--- config.mk ---
export PLATFORM = sky130hd
export DESIGN_NAME = alu_shift_arbiter_flat
export DESIGN_NICKNAME = d
export VERILOG_FILES = /design/src/rtl/alu_shift_arbiter_pkg.sv /design/src/rtl/alu_shift_arbiter_if.sv /design/src/rtl/alu_shift_arbiter_rr_arbiter2.sv /design/src/rtl/alu_shift_arbiter.sv /design/src/flat_wrapper.sv
export SDC_FILE = /design/constraint.sdc
export NUM_CORES = 1
export LEC_CHECK = 0
export BUFFER_PORTS_ARGS = -buffer_cell sky130_fd_sc_hd__clkbuf_2
export CAP_MARGIN = 20
export CORE_MARGIN = 10
export CORE_UTILIZATION = 44
export DETAILED_ROUTE_END_ITERATION = 6
export GPL_ROUTABILITY_DRIVEN = 0
export PLACE_DENSITY_LB_ADDON = 0.08
export SKIP_LAST_GASP = 1
export SYNTH_ARGS = -nofsm -noshare
export SYNTH_HDL_FRONTEND = slang
export SYNTH_SLANG_ARGS = --single-unit
--- constraint.sdc ---
create_clock -name clk_i -period 2.35 [get_ports clk_i]
set_input_delay 0.235 -clock clk_i [delete_from_list [all_inputs] [get_ports clk_i]]
set_output_delay 0.235 -clock clk_i [all_outputs]
set_load 0.05 [all_outputs]
--- src/rtl/alu_shift_arbiter_pkg.sv ---
// Shared types and constants for the two-requester shift arbiter.
package pkg_bits;

    localparam int BITS_WIDTH = 4;
    localparam int NUM_REQ    = 2;

    typedef logic [BITS_WIDTH-1:0] bits_t;
    typedef logic [BITS_WIDTH:0]   bitsw_t;
    typedef logic [$clog2(NUM_REQ)-1:0] req_idx_t;

    typedef enum logic [1:0] {
        IDLE  = 2'd0,
        ISSUE = 2'd1,
        RESP  = 2'd2
    } arb_state_t;

    // One-hot vector selecting a single requester.
    function automatic logic [NUM_REQ-1:0] idx_to_onehot(input req_idx_t idx);
        return NUM_REQ'(1) << idx;
    endfunction

endpackage

--- src/rtl/alu_shift_arbiter_if.sv ---
// Request/response channels between the operand sources and the arbiter.
interface alu_shift_arbiter_if #(
    parameter int BITS_WIDTH = pkg_bits::BITS_WIDTH
) ();

    logic [pkg_bits::NUM_REQ-1:0]                 req_valid_i;
    logic [pkg_bits::NUM_REQ-1:0]                 req_ready_o;
    logic [pkg_bits::NUM_REQ-1:0][BITS_WIDTH-1:0] req_a_i;
    logic [pkg_bits::NUM_REQ-1:0][BITS_WIDTH-1:0] req_b_i;
    logic [pkg_bits::NUM_REQ-1:0]                 req_flag_i;
    logic [pkg_bits::NUM_REQ-1:0]                 rsp_valid_o;
    logic [pkg_bits::NUM_REQ-1:0]                 rsp_ready_i;
    logic [BITS_WIDTH:0]                          rsp_data_o;
    logic                                         rsp_sat_o;

    // Operand sources side.
    modport master (
        output req_valid_i, req_a_i, req_b_i, req_flag_i, rsp_ready_i,
        input  req_ready_o, rsp_valid_o, rsp_data_o, rsp_sat_o
    );

    // Arbiter side.
    modport slave (
        input  req_valid_i, req_a_i, req_b_i, req_flag_i, rsp_ready_i,
        output req_ready_o, rsp_valid_o, rsp_data_o, rsp_sat_o
    );

endinterface

--- src/rtl/alu_shift_arbiter_rr_arbiter2.sv ---
// Combinational two-way round-robin grant: a lone requester always wins,
// and under contention the requester that was not granted last wins.
module rr_arbiter2
    import pkg_bits::*;
(
    input  logic [1:0] valid_i,
    input  req_idx_t   last_i,
    output logic [1:0] gnt_o
);

    // Pick the winner from the valid vector and the last-grant pointer.
    always_comb begin
        // NOTE: assign a default before the case so no path leaves gnt_o unassigned (which would infer a latch).
        gnt_o = 2'b00;
        case (valid_i)
            2'b01:   gnt_o = 2'b01;
            2'b10:   gnt_o = 2'b10;
            2'b11:   gnt_o = (last_i == 1'b1) ? 2'b01 : 2'b10;
            default: gnt_o = 2'b00;
        endcase
    end

endmodule

--- src/rtl/alu_shift_arbiter.sv ---
// Shares one external combinational right shifter between two requesters.
// Flow: IDLE accepts the round-robin winner and registers its operands onto
// the shifter, ISSUE captures the shifter result, RESP holds it until the
// granted requester takes it.
module alu_shift_arbiter #(
    parameter int BITS_WIDTH = pkg_bits::BITS_WIDTH,
    parameter int CNT_WIDTH  = 8,
    parameter bit CLAMP_EN   = 1'b1
) (
    input  logic                                         clk_i,
    input  logic                                         rst_n_i,
    alu_shift_arbiter_if.slave                           bus,
    output logic [BITS_WIDTH-1:0]                        shf_a_o,
    output logic [BITS_WIDTH-1:0]                        shf_b_o,
    output logic                                         shf_flag_o,
    input  logic [BITS_WIDTH:0]                          shf_result_i,
    output logic                                         busy_o,
    output logic [pkg_bits::NUM_REQ-1:0][CNT_WIDTH-1:0]  gnt_cnt_o
);

    import pkg_bits::*;

    localparam logic [1:0] S_IDLE  = IDLE;
    localparam logic [1:0] S_ISSUE = ISSUE;
    localparam logic [1:0] S_RESP  = RESP;

    // Largest shift that still means something for a BITS_WIDTH operand.
    localparam logic [BITS_WIDTH-1:0] B_MAX = BITS_WIDTH'(BITS_WIDTH);

    logic [1:0]                          state_q, state_d;
    req_idx_t                            ptr_q, ptr_d;
    req_idx_t                            win_q, win_d;
    logic [BITS_WIDTH-1:0]               shf_a_q, shf_a_d;
    logic [BITS_WIDTH-1:0]               shf_b_q, shf_b_d;
    logic                                shf_flag_q, shf_flag_d;
    logic                                sat_q, sat_d;
    logic [NUM_REQ-1:0]                  rsp_valid_q, rsp_valid_d;
    logic [BITS_WIDTH:0]                 rsp_data_q, rsp_data_d;
    logic [NUM_REQ-1:0][CNT_WIDTH-1:0]   cnt_q, cnt_d;

    logic [NUM_REQ-1:0]                  gnt;
    req_idx_t                            win_idx;
    logic [BITS_WIDTH-1:0]               a_sel;
    logic [BITS_WIDTH-1:0]               b_sel;
    logic                                flag_sel;
    logic [BITS_WIDTH-1:0]               b_eff;
    logic                                sat_eff;

    rr_arbiter2 u_rr (
        .valid_i (bus.req_valid_i),
        .last_i  (ptr_q),
        .gnt_o   (gnt)
    );

    // Select the winner's operands and apply the optional shift-amount clamp.
    always_comb begin
        win_idx  = gnt[1];
        a_sel    = bus.req_a_i[win_idx];
        b_sel    = bus.req_b_i[win_idx];
        flag_sel = bus.req_flag_i[win_idx];
        b_eff    = b_sel;
        sat_eff  = 1'b0;
        if (CLAMP_EN && (b_sel > B_MAX)) begin
            b_eff   = B_MAX;
            sat_eff = 1'b1;
        end
    end

    // Next-state logic for the FSM and every register it controls.
    always_comb begin
        state_d     = state_q;
        ptr_d       = ptr_q;
        win_d       = win_q;
        shf_a_d     = shf_a_q;
        shf_b_d     = shf_b_q;
        shf_flag_d  = shf_flag_q;
        sat_d       = sat_q;
        rsp_valid_d = rsp_valid_q;
        rsp_data_d  = rsp_data_q;
        cnt_d       = cnt_q;

        case (state_q)
            S_IDLE: begin
                if (|gnt) begin
                    shf_a_d    = a_sel;
                    shf_b_d    = b_eff;
                    shf_flag_d = flag_sel;
                    sat_d      = sat_eff;
                    win_d      = win_idx;
                    ptr_d      = win_idx;
                    if (cnt_q[win_idx] != {CNT_WIDTH{1'b1}}) begin
                        cnt_d[win_idx] = cnt_q[win_idx] + CNT_WIDTH'(1);
                    end
                    state_d = S_ISSUE;
                end
            end
            S_ISSUE: begin
                rsp_data_d  = shf_result_i;
                rsp_valid_d = idx_to_onehot(win_q);
                state_d     = S_RESP;
            end
            S_RESP: begin
                // Only the granted requester can complete the response.
                if (bus.rsp_ready_i[win_q]) begin
                    rsp_valid_d = '0;
                    state_d     = S_IDLE;
                end
            end
            default: begin
                rsp_valid_d = '0;
                state_d     = S_IDLE;
            end
        endcase
    end

    // State registers; an asynchronous reset drops any in-flight operation.
    always_ff @(posedge clk_i or negedge rst_n_i) begin
        if (!rst_n_i) begin
            state_q     <= S_IDLE;
            ptr_q       <= 1'b1;
            win_q       <= 1'b0;
            shf_a_q     <= '0;
            shf_b_q     <= '0;
            shf_flag_q  <= 1'b0;
            sat_q       <= 1'b0;
            rsp_valid_q <= '0;
            rsp_data_q  <= '0;
            cnt_q       <= '0;
        end else begin
            // NOTE: non-blocking assignments so every register samples pre-edge values.
            state_q     <= state_d;
            ptr_q       <= ptr_d;
            win_q       <= win_d;
            shf_a_q     <= shf_a_d;
            shf_b_q     <= shf_b_d;
            shf_flag_q  <= shf_flag_d;
            sat_q       <= sat_d;
            rsp_valid_q <= rsp_valid_d;
            rsp_data_q  <= rsp_data_d;
            cnt_q       <= cnt_d;
        end
    end

    assign bus.req_ready_o = (state_q == S_IDLE) ? gnt : '0;
    assign bus.rsp_valid_o = rsp_valid_q;
    assign bus.rsp_data_o  = rsp_data_q;
    assign bus.rsp_sat_o   = sat_q;
    assign shf_a_o         = shf_a_q;
    assign shf_b_o         = shf_b_q;
    assign shf_flag_o      = shf_flag_q;
    assign busy_o          = (state_q != S_IDLE);
    assign gnt_cnt_o       = cnt_q;

endmodule

--- src/flat_wrapper.sv ---
// flat-port wrapper written by rule: the top's interface ports become plain ports
module alu_shift_arbiter_flat import pkg_bits::*;
#(
    parameter int BITS_WIDTH = pkg_bits::BITS_WIDTH,
    parameter int CNT_WIDTH  = 8,
    parameter bit CLAMP_EN   = 1'b1
)
  (clk_i, rst_n_i, shf_a_o, shf_b_o, shf_flag_o, shf_result_i, busy_o, gnt_cnt_o, bus_req_valid_i, bus_req_a_i, bus_req_b_i, bus_req_flag_i, bus_rsp_ready_i, bus_req_ready_o, bus_rsp_valid_o, bus_rsp_data_o, bus_rsp_sat_o);
  alu_shift_arbiter_if #(.BITS_WIDTH(BITS_WIDTH)) bus_i ();
  input  logic clk_i;
  input  logic rst_n_i;
  output logic [BITS_WIDTH-1:0] shf_a_o;
  output logic [BITS_WIDTH-1:0] shf_b_o;
  output logic shf_flag_o;
  input  logic [BITS_WIDTH:0] shf_result_i;
  output logic busy_o;
  output logic [pkg_bits::NUM_REQ-1:0][CNT_WIDTH-1:0] gnt_cnt_o;
  input wire logic [$bits(bus_i.req_valid_i)-1:0] bus_req_valid_i;
  input wire logic [$bits(bus_i.req_a_i)-1:0] bus_req_a_i;
  input wire logic [$bits(bus_i.req_b_i)-1:0] bus_req_b_i;
  input wire logic [$bits(bus_i.req_flag_i)-1:0] bus_req_flag_i;
  input wire logic [$bits(bus_i.rsp_ready_i)-1:0] bus_rsp_ready_i;
  output wire logic [$bits(bus_i.req_ready_o)-1:0] bus_req_ready_o;
  output wire logic [$bits(bus_i.rsp_valid_o)-1:0] bus_rsp_valid_o;
  output wire logic [$bits(bus_i.rsp_data_o)-1:0] bus_rsp_data_o;
  output wire logic [$bits(bus_i.rsp_sat_o)-1:0] bus_rsp_sat_o;
  assign bus_i.req_valid_i = bus_req_valid_i;
  assign bus_i.req_a_i = bus_req_a_i;
  assign bus_i.req_b_i = bus_req_b_i;
  assign bus_i.req_flag_i = bus_req_flag_i;
  assign bus_i.rsp_ready_i = bus_rsp_ready_i;
  assign bus_req_ready_o = bus_i.req_ready_o;
  assign bus_rsp_valid_o = bus_i.rsp_valid_o;
  assign bus_rsp_data_o = bus_i.rsp_data_o;
  assign bus_rsp_sat_o = bus_i.rsp_sat_o;
  alu_shift_arbiter #(.BITS_WIDTH(BITS_WIDTH), .CNT_WIDTH(CNT_WIDTH), .CLAMP_EN(CLAMP_EN)) u_core (.clk_i(clk_i), .rst_n_i(rst_n_i), .bus(bus_i), .shf_a_o(shf_a_o), .shf_b_o(shf_b_o), .shf_flag_o(shf_flag_o), .shf_result_i(shf_result_i), .busy_o(busy_o), .gnt_cnt_o(gnt_cnt_o));
endmodule
== Word level (Yosys, flattened, before mapping) ==
Cells that the tools add are included.
Operators by class
  muxes and demuxes: 22
  $add $sub $neg: 1
  shifts and indexed selects: 1
  reduce and logical (&&, ||, !) cells: 8
  equality and inequality tests: 8
  magnitude comparators: 4
  bitwise logic cells: 1
Operator list (number)
  $mux W8: 3
  $mux W4: 5
  $pmux W2 S3: 3
  $bwmux W16: 1
  $add A8 B1 Y8 const B: 1
  $demux W8 S1: 1
  $mux W2: 4
  $ne A8 B8 Y1 const B: 1
  $eq A2 B2 Y1 const B: 3
  $reduce_and A2 Y1: 3
  $mux W1: 5
  $eq A2 B1 Y1 const B: 2
  $gt A4 B3 Y1 const B: 1
  $lt A1 B2 Y1 const B: 2
  $ne A2 B1 Y1 const B: 2
  $reduce_and A3 Y1: 1
  $logic_not A2 Y1: 1
  $reduce_bool A2 Y1: 1
  $reduce_or A2 Y1: 1
  $shl A1 B1 Y2 const A: 1
  $ge A1 B1 Y1 const B: 1
  $logic_and A1 B1 Y1: 1
  $not A1 Y1: 1
Word-level totals
  output and inout bits: 36
  flip-flop bits (word level): 37
  word-level logic and storage cells: 56

== Depth between registers and ports, before layout ==
  depth after elaboration: 7
  mapped depth: 9

== Hierarchy ==
From an unflattened synthesis, not the netlist that was laid out.
Unflattened totals
  cells, all modules: 171
  area total of the unflattened synthesis: 1860.5 um^2
By module, submodules not included
  alu_shift_arbiter: times used 1, cells each 168, area an instance 1841.8 um^2, sequential area each 927.1 um^2
  rr_arbiter2: times used 1, cells each 3, area an instance 18.8 um^2, sequential area each 0.0 um^2

== Worst setup path before layout ==
Ideal clock, no wire load.
  path type: register to register
  start point: register u_core.ptr_q
  end point: register u_core.cnt_q (netlist bit u_core.gnt_cnt_o[8])
  clock period less this slack: 2.450 ns
  setup slack: -0.100 ns
  stages on the path, launching flop included: 9
  data required time: 2.225 ns
  data arrival time: 2.326 ns
  path buffers: 1
  cell sequence: dfstp_2 a21boi_1 buf_6 mux2i_1 inv_1 ha_1 and3_1 a211oi_2 mux2_2
Between the ends
  word-level cells in the longest chain between the ends: 7
  elaborated cells between the ends (all ways): 14
  classes of those cells: add/sub: 1; order compare: 2; eq/ne: 1; mux: 7; reduce/logical: 3
Ends and longest elaborated chain
  start, declared: line alu_shift_arbiter.sv:31  | req_idx_t ptr_q, ptr_d;
  start signal, assigned: line alu_shift_arbiter.sv:132  | ptr_q <= ptr_d;
  $mux W2 (*): line alu_shift_arbiter_rr_arbiter2.sv:18  | 2'b11: gnt_o = (last_i == 1'b1) ? 2'b01 : 2'b10;
  $pmux W2 S3 (*): line alu_shift_arbiter_rr_arbiter2.sv:15  | case (valid_i)
  parallel branches: the longest is 5 deep, another holds $add A8 B1 Y8
  end signal, assigned: line alu_shift_arbiter.sv:140  | cnt_q <= cnt_d;
  end, declared: line alu_shift_arbiter.sv:39  | logic [NUM_REQ-1:0][CNT_WIDTH-1:0] cnt_q, cnt_d;
Mark *: on every way between the ends. The select of a mux whose other input is x is not followed.
A chain may end at the register's enable or synchronous reset.

== Worst setup path after layout ==
  start point: register u_core.ptr_q
  end point: register u_core.cnt_q (netlist bit u_core.gnt_cnt_o[9])
The elaborated chain is that of the path after synthesis.

==> metrics list <==
- Result of the run: complete, no violations
- For this run, the number of Yosys warnings is 0.
* Post-synthesis instance area: 1779 sq um
- The number of nets handed over by synthesis was 190.
- Critical register-to-register path startpoint: u_core.ptr_q$_DFFE_PN1P_
- After detailed routing, the average wire length per cell comes to about 16 um.
- The routed design could run at a clock period as short as 2169 ps.
* Power density normalized to cell area: roughly 1600 nW/um^2
- Summing the sequential cell areas from Yosys gives 52.11% of the chip area.
* Number of remaining DRC errors: 0
- The number of slew-limit violations in the final report was 0.
- Slowest stage cell, crit path: sky130_fd_sc_hd__dfstp_2
- The most critical setup path has its endpoint at u_core.gnt_cnt_o[9]$_DFFE_PN0P_.
- Leading area contributor after synthesis: sky130_fd_sc_hd__dfrtp_1
- Finish-stage setup viols: 0
- Iteration count of the initial detailed-routing pass: 4
- Vias post-DR: 1486
- In the global route stage, met3 resource usage came out at 4.590%.
- Register bit total from synthesis: 37
- Worst-Skew Late Latency: roughly 280 ps
* Number of violations reported at the end of detailed-routing iteration 0: 86
* Critical Path, Cell by Cell: a21boi_4, mux2i_2, inv_1, ha_2, and3_1, a211oi_4, mux2_2
* Synth-to-layout area growth: 28.55%
* Diodes inserted: 0
- Rows: 23
* Layer with the highest usage after global routing: met2
- Most instantiated flip-flop cell in the synthesis netlist: sky130_fd_sc_hd__dfrtp_1
* Worst path required time: 2520 ps
- Remaining Overflow, GRT: 0
- The first global-routing pass estimated 7562 um of wire.
* Core area: 3943 sq um
- The worst register-to-register path ends at u_core.gnt_cnt_o[9]$_DFFE_PN0P_.
- Initial antenna violation count: 0
- Static leakage: 1.159 nW
- The clock net in this run drives a total of 37 sinks.
* Post-layout util: roughly three fifths
* Final nets: 260
- Data on the critical path arrives at its endpoint at between 2000 and 2500 ps.
- Global routing consumed, on the met1 layer, 14.80% of the routing resources.
* Worst Tran Pin Value: 921.8 ps
* Clk slew on worst S/H paths: around 70 ps
- Worst ir drop on vdd: 0.7075 mV
* Number of enable-type register cells in the synthesized netlist: 0
* Max cap viols: 0
- After layout, the worst path uses 92.30% of the clock period.
- On the final layout, the worst clock skew is 3.504 ps.
- Count of cell types in the netlist: 40
* Critical path peak fanout: 8
- Setup repair after global routing left no endpoint under its margin.
* Share of cells above drive strength 1: 43.72%
* CP bufs+invs: 1
* Width of the chip: approximately 84 um
* Vert. Die Dim: about 84 um
- Maximum single-stage delay on the critical path: 390 ps
* Hpwl dp: 3568 um
- Length in cells of the worst reg-to-reg path: 7
* Largest delay contributor family on the critical path: multiplexers
- Measured against its own limit, the worst slew margin works out to 38.55%.
- Largest net degree at the start of global routing: 38
- Number of buffer cells added on primary ports: 64
* Clk root buf: sky130_fd_sc_hd__clkbuf_8
* Mean instance size in the synthesized netlist: 11.12 sq um
* Cell with the most instances after synthesis: sky130_fd_sc_hd__dfrtp_1
- In this run the biggest area consumer among cell types represents roughly half of the synthesized area.
- The floorplan step defined a die boundary enclosing 6987 sq um.
- Summed over all layers, the routed wires come to 4575 um.
* Category of the most critical setup path: flop to flop
* Endpoint class of the critical path: flop
- Levels on crit path: 7
- Post-route setup TNS: 0 ps
- Synthesis produced a netlist whose cell count is 160.
* Filler instances: 361
* Peak clock frequency supported by timing: 0.4610 GHz
- The finished layout holds 281 standard cells, fillers aside.
- Reg2reg setup slack: 180 ps
- The number of global-route vias before repair was 1498.
* Drt via density: 5.288
- Including well taps, the total number of placed cells is 273.
- CTS tree: built
* Total global routing track utilization: 13.02%
- In this run, CTS created clock tree buffers numbering 5.
* Setup crit start kind: flop
- The min-delay analysis places its worst path in the category input pin to asynchronous set/reset pin.
* Crit path from: u_core.ptr_q$_DFFE_PN1P_
* Number of primary I/O pins: 65
- Counting flops with an async set or reset pin after synthesis yields a share of 100.0%.
- The clock passes through at most 2 buffers.
- Initial standard-cell utilization of the core: between 40% and 50%
- The clock tree synthesis step divided the H-tree into 2 levels.
- In the post-synthesis netlist, the biggest area contributors are sky130_fd_sc_hd__dfrtp_1 (51%), sky130_fd_sc_hd__mux2_2 (7.0%), sky130_fd_sc_hd__nand2_1 (5.3%), sky130_fd_sc_hd__xor2_1 (2.5%), sky130_fd_sc_hd__nor4_4 (2.4%).
- For this run, global-route usage on met2 was measured as between 20% and 30%.
- The number of hold violations in the final report came to 0.
* Antenna Nets Post-Route: 0
* Number of buffers inserted by hold repair at cts: 0
- The commonest cells after synthesis are sky130_fd_sc_hd__dfrtp_1 (36), sky130_fd_sc_hd__nand2_1 (25), sky130_fd_sc_hd__mux2_2 (11).
## worst min path at each step
stage	start	end	slack (ps)	depth (start not counted)
after CTS	rst_n_i	u_core.bus.rsp_data_o[1]$_DFFE_PN0N_	110	1
final	rst_n_i	u_core.bus.rsp_data_o[1]$_DFFE_PN0N_	80	1
after global placement	rst_n_i	u_core.bus.rsp_data_o[4]$_DFFE_PN0N_	400	1
after global routing	rst_n_i	u_core.bus.rsp_valid_o[0]$_DFFE_PN0P_	150	1
after detailed placement	rst_n_i	u_core.bus.rsp_data_o[1]$_DFFE_PN0N_	420	1
after floorplan	rst_n_i	u_core.bus.rsp_data_o[0]$_DFFE_PN0N_	-60	0
## registers in the layout, indices dropped and copies added (netlist names)
register,flops
u_core.ptr_q,1
u_core.bus.rsp_data_o,5
u_core.gnt_cnt_o,16
u_core.state_q,2
u_core.bus.rsp_sat_o,1
u_core.shf_flag_o,1
u_core.win_q,1
u_core.shf_b_o,4
u_core.bus.rsp_valid_o,2
u_core.shf_a_o,4
## worst reg2reg max path, cell delays in order, from the launching register on
cell                       delay, ps
sky130_fd_sc_hd__dfstp_2         390
sky130_fd_sc_hd__a21boi_4        220
sky130_fd_sc_hd__mux2i_2         250
sky130_fd_sc_hd__inv_1            70
sky130_fd_sc_hd__ha_2            220
sky130_fd_sc_hd__and3_1          200
sky130_fd_sc_hd__a211oi_4        320
sky130_fd_sc_hd__mux2_2          380
## layout by cell type (no fill, tap or decap), types with 6 or more instances in the layout
cell type	Yosys	routed
sky130_fd_sc_hd__nand2_1	25	25
sky130_fd_sc_hd__dfrtp_1	36	36
sky130_fd_sc_hd__mux2_2	11	11
sky130_fd_sc_hd__o21ai_0	8	8
sky130_fd_sc_hd__and3_1	6	6
sky130_fd_sc_hd__clkbuf_2	0	64
sky130_fd_sc_hd__nor2_1	7	7
sky130_fd_sc_hd__clkbuf_8	0	7
sky130_fd_sc_hd__nand3_1	6	6
## report_power, final
group          internal, W  total (W)  leakage [nW]  switching (W)
Combinational     0.000550    0.00199         0.645        0.00144
Sequential        0.000912    0.00117         0.460       0.000261
Clock             0.000265   0.000476        0.0542       0.000212
## cell families after synthesis
| family | Yosys count | share of synthesized area, % |
|---|---|---|
| AND/OR/NAND/NOR | 66 | 21.52 |
| XOR/XNOR | 9 | 4.430 |
| flip-flops | 37 | 52.11 |
| multiplexers | 15 | 9.283 |
| AO/OA/AOI/OAI | 23 | 8.791 |
| adder cells (fa/ha/maj) | 1 | 0.7031 |
| buffers and inverters | 9 | 3.164 |
## metrics by stage
stage	setup slack (ps)	power (W)	hold slack [ps]	cell area [sq um]
2_1_floorplan	31.71	0.002657	-60.59	1787
3_3_place_gp	98.67	0.003109	403.4	2162
3_5_place_dp	37.18	0.003173	420.5	2162
4_1_cts	5.928	0.003660	111.7	2263
5_1_grt	74.75	0.003857	146.8	2287
6_report	181.0	0.003643	77.40	2287
## routing by layer
metal | wire length [um] | vias up
li1 | - | 706
met1 | 1851 | 726
met2 | 2323 | 46
met3 | 313 | 8
met4 | 87 | 0
met5 | 0 | -
## final cells by class
type                    count  area, sq um  area share (%)
multi-input cells         114        827.0           36.16
inverters                   3        11.26          0.4923
repair buffers             69        357.8           15.65
clock buffers               7        96.34           4.212
well taps                  50        62.56           2.735
clock inverters             1        5.005          0.2188
flip-flops and latches     37        927.1           40.54
## repair_timing
action	CTS	global route
resized for setup	0	5
buffers inserted	0	0
setup endpoints to repair	0	8
Note: power is estimated with default switching activity, not from simulation.
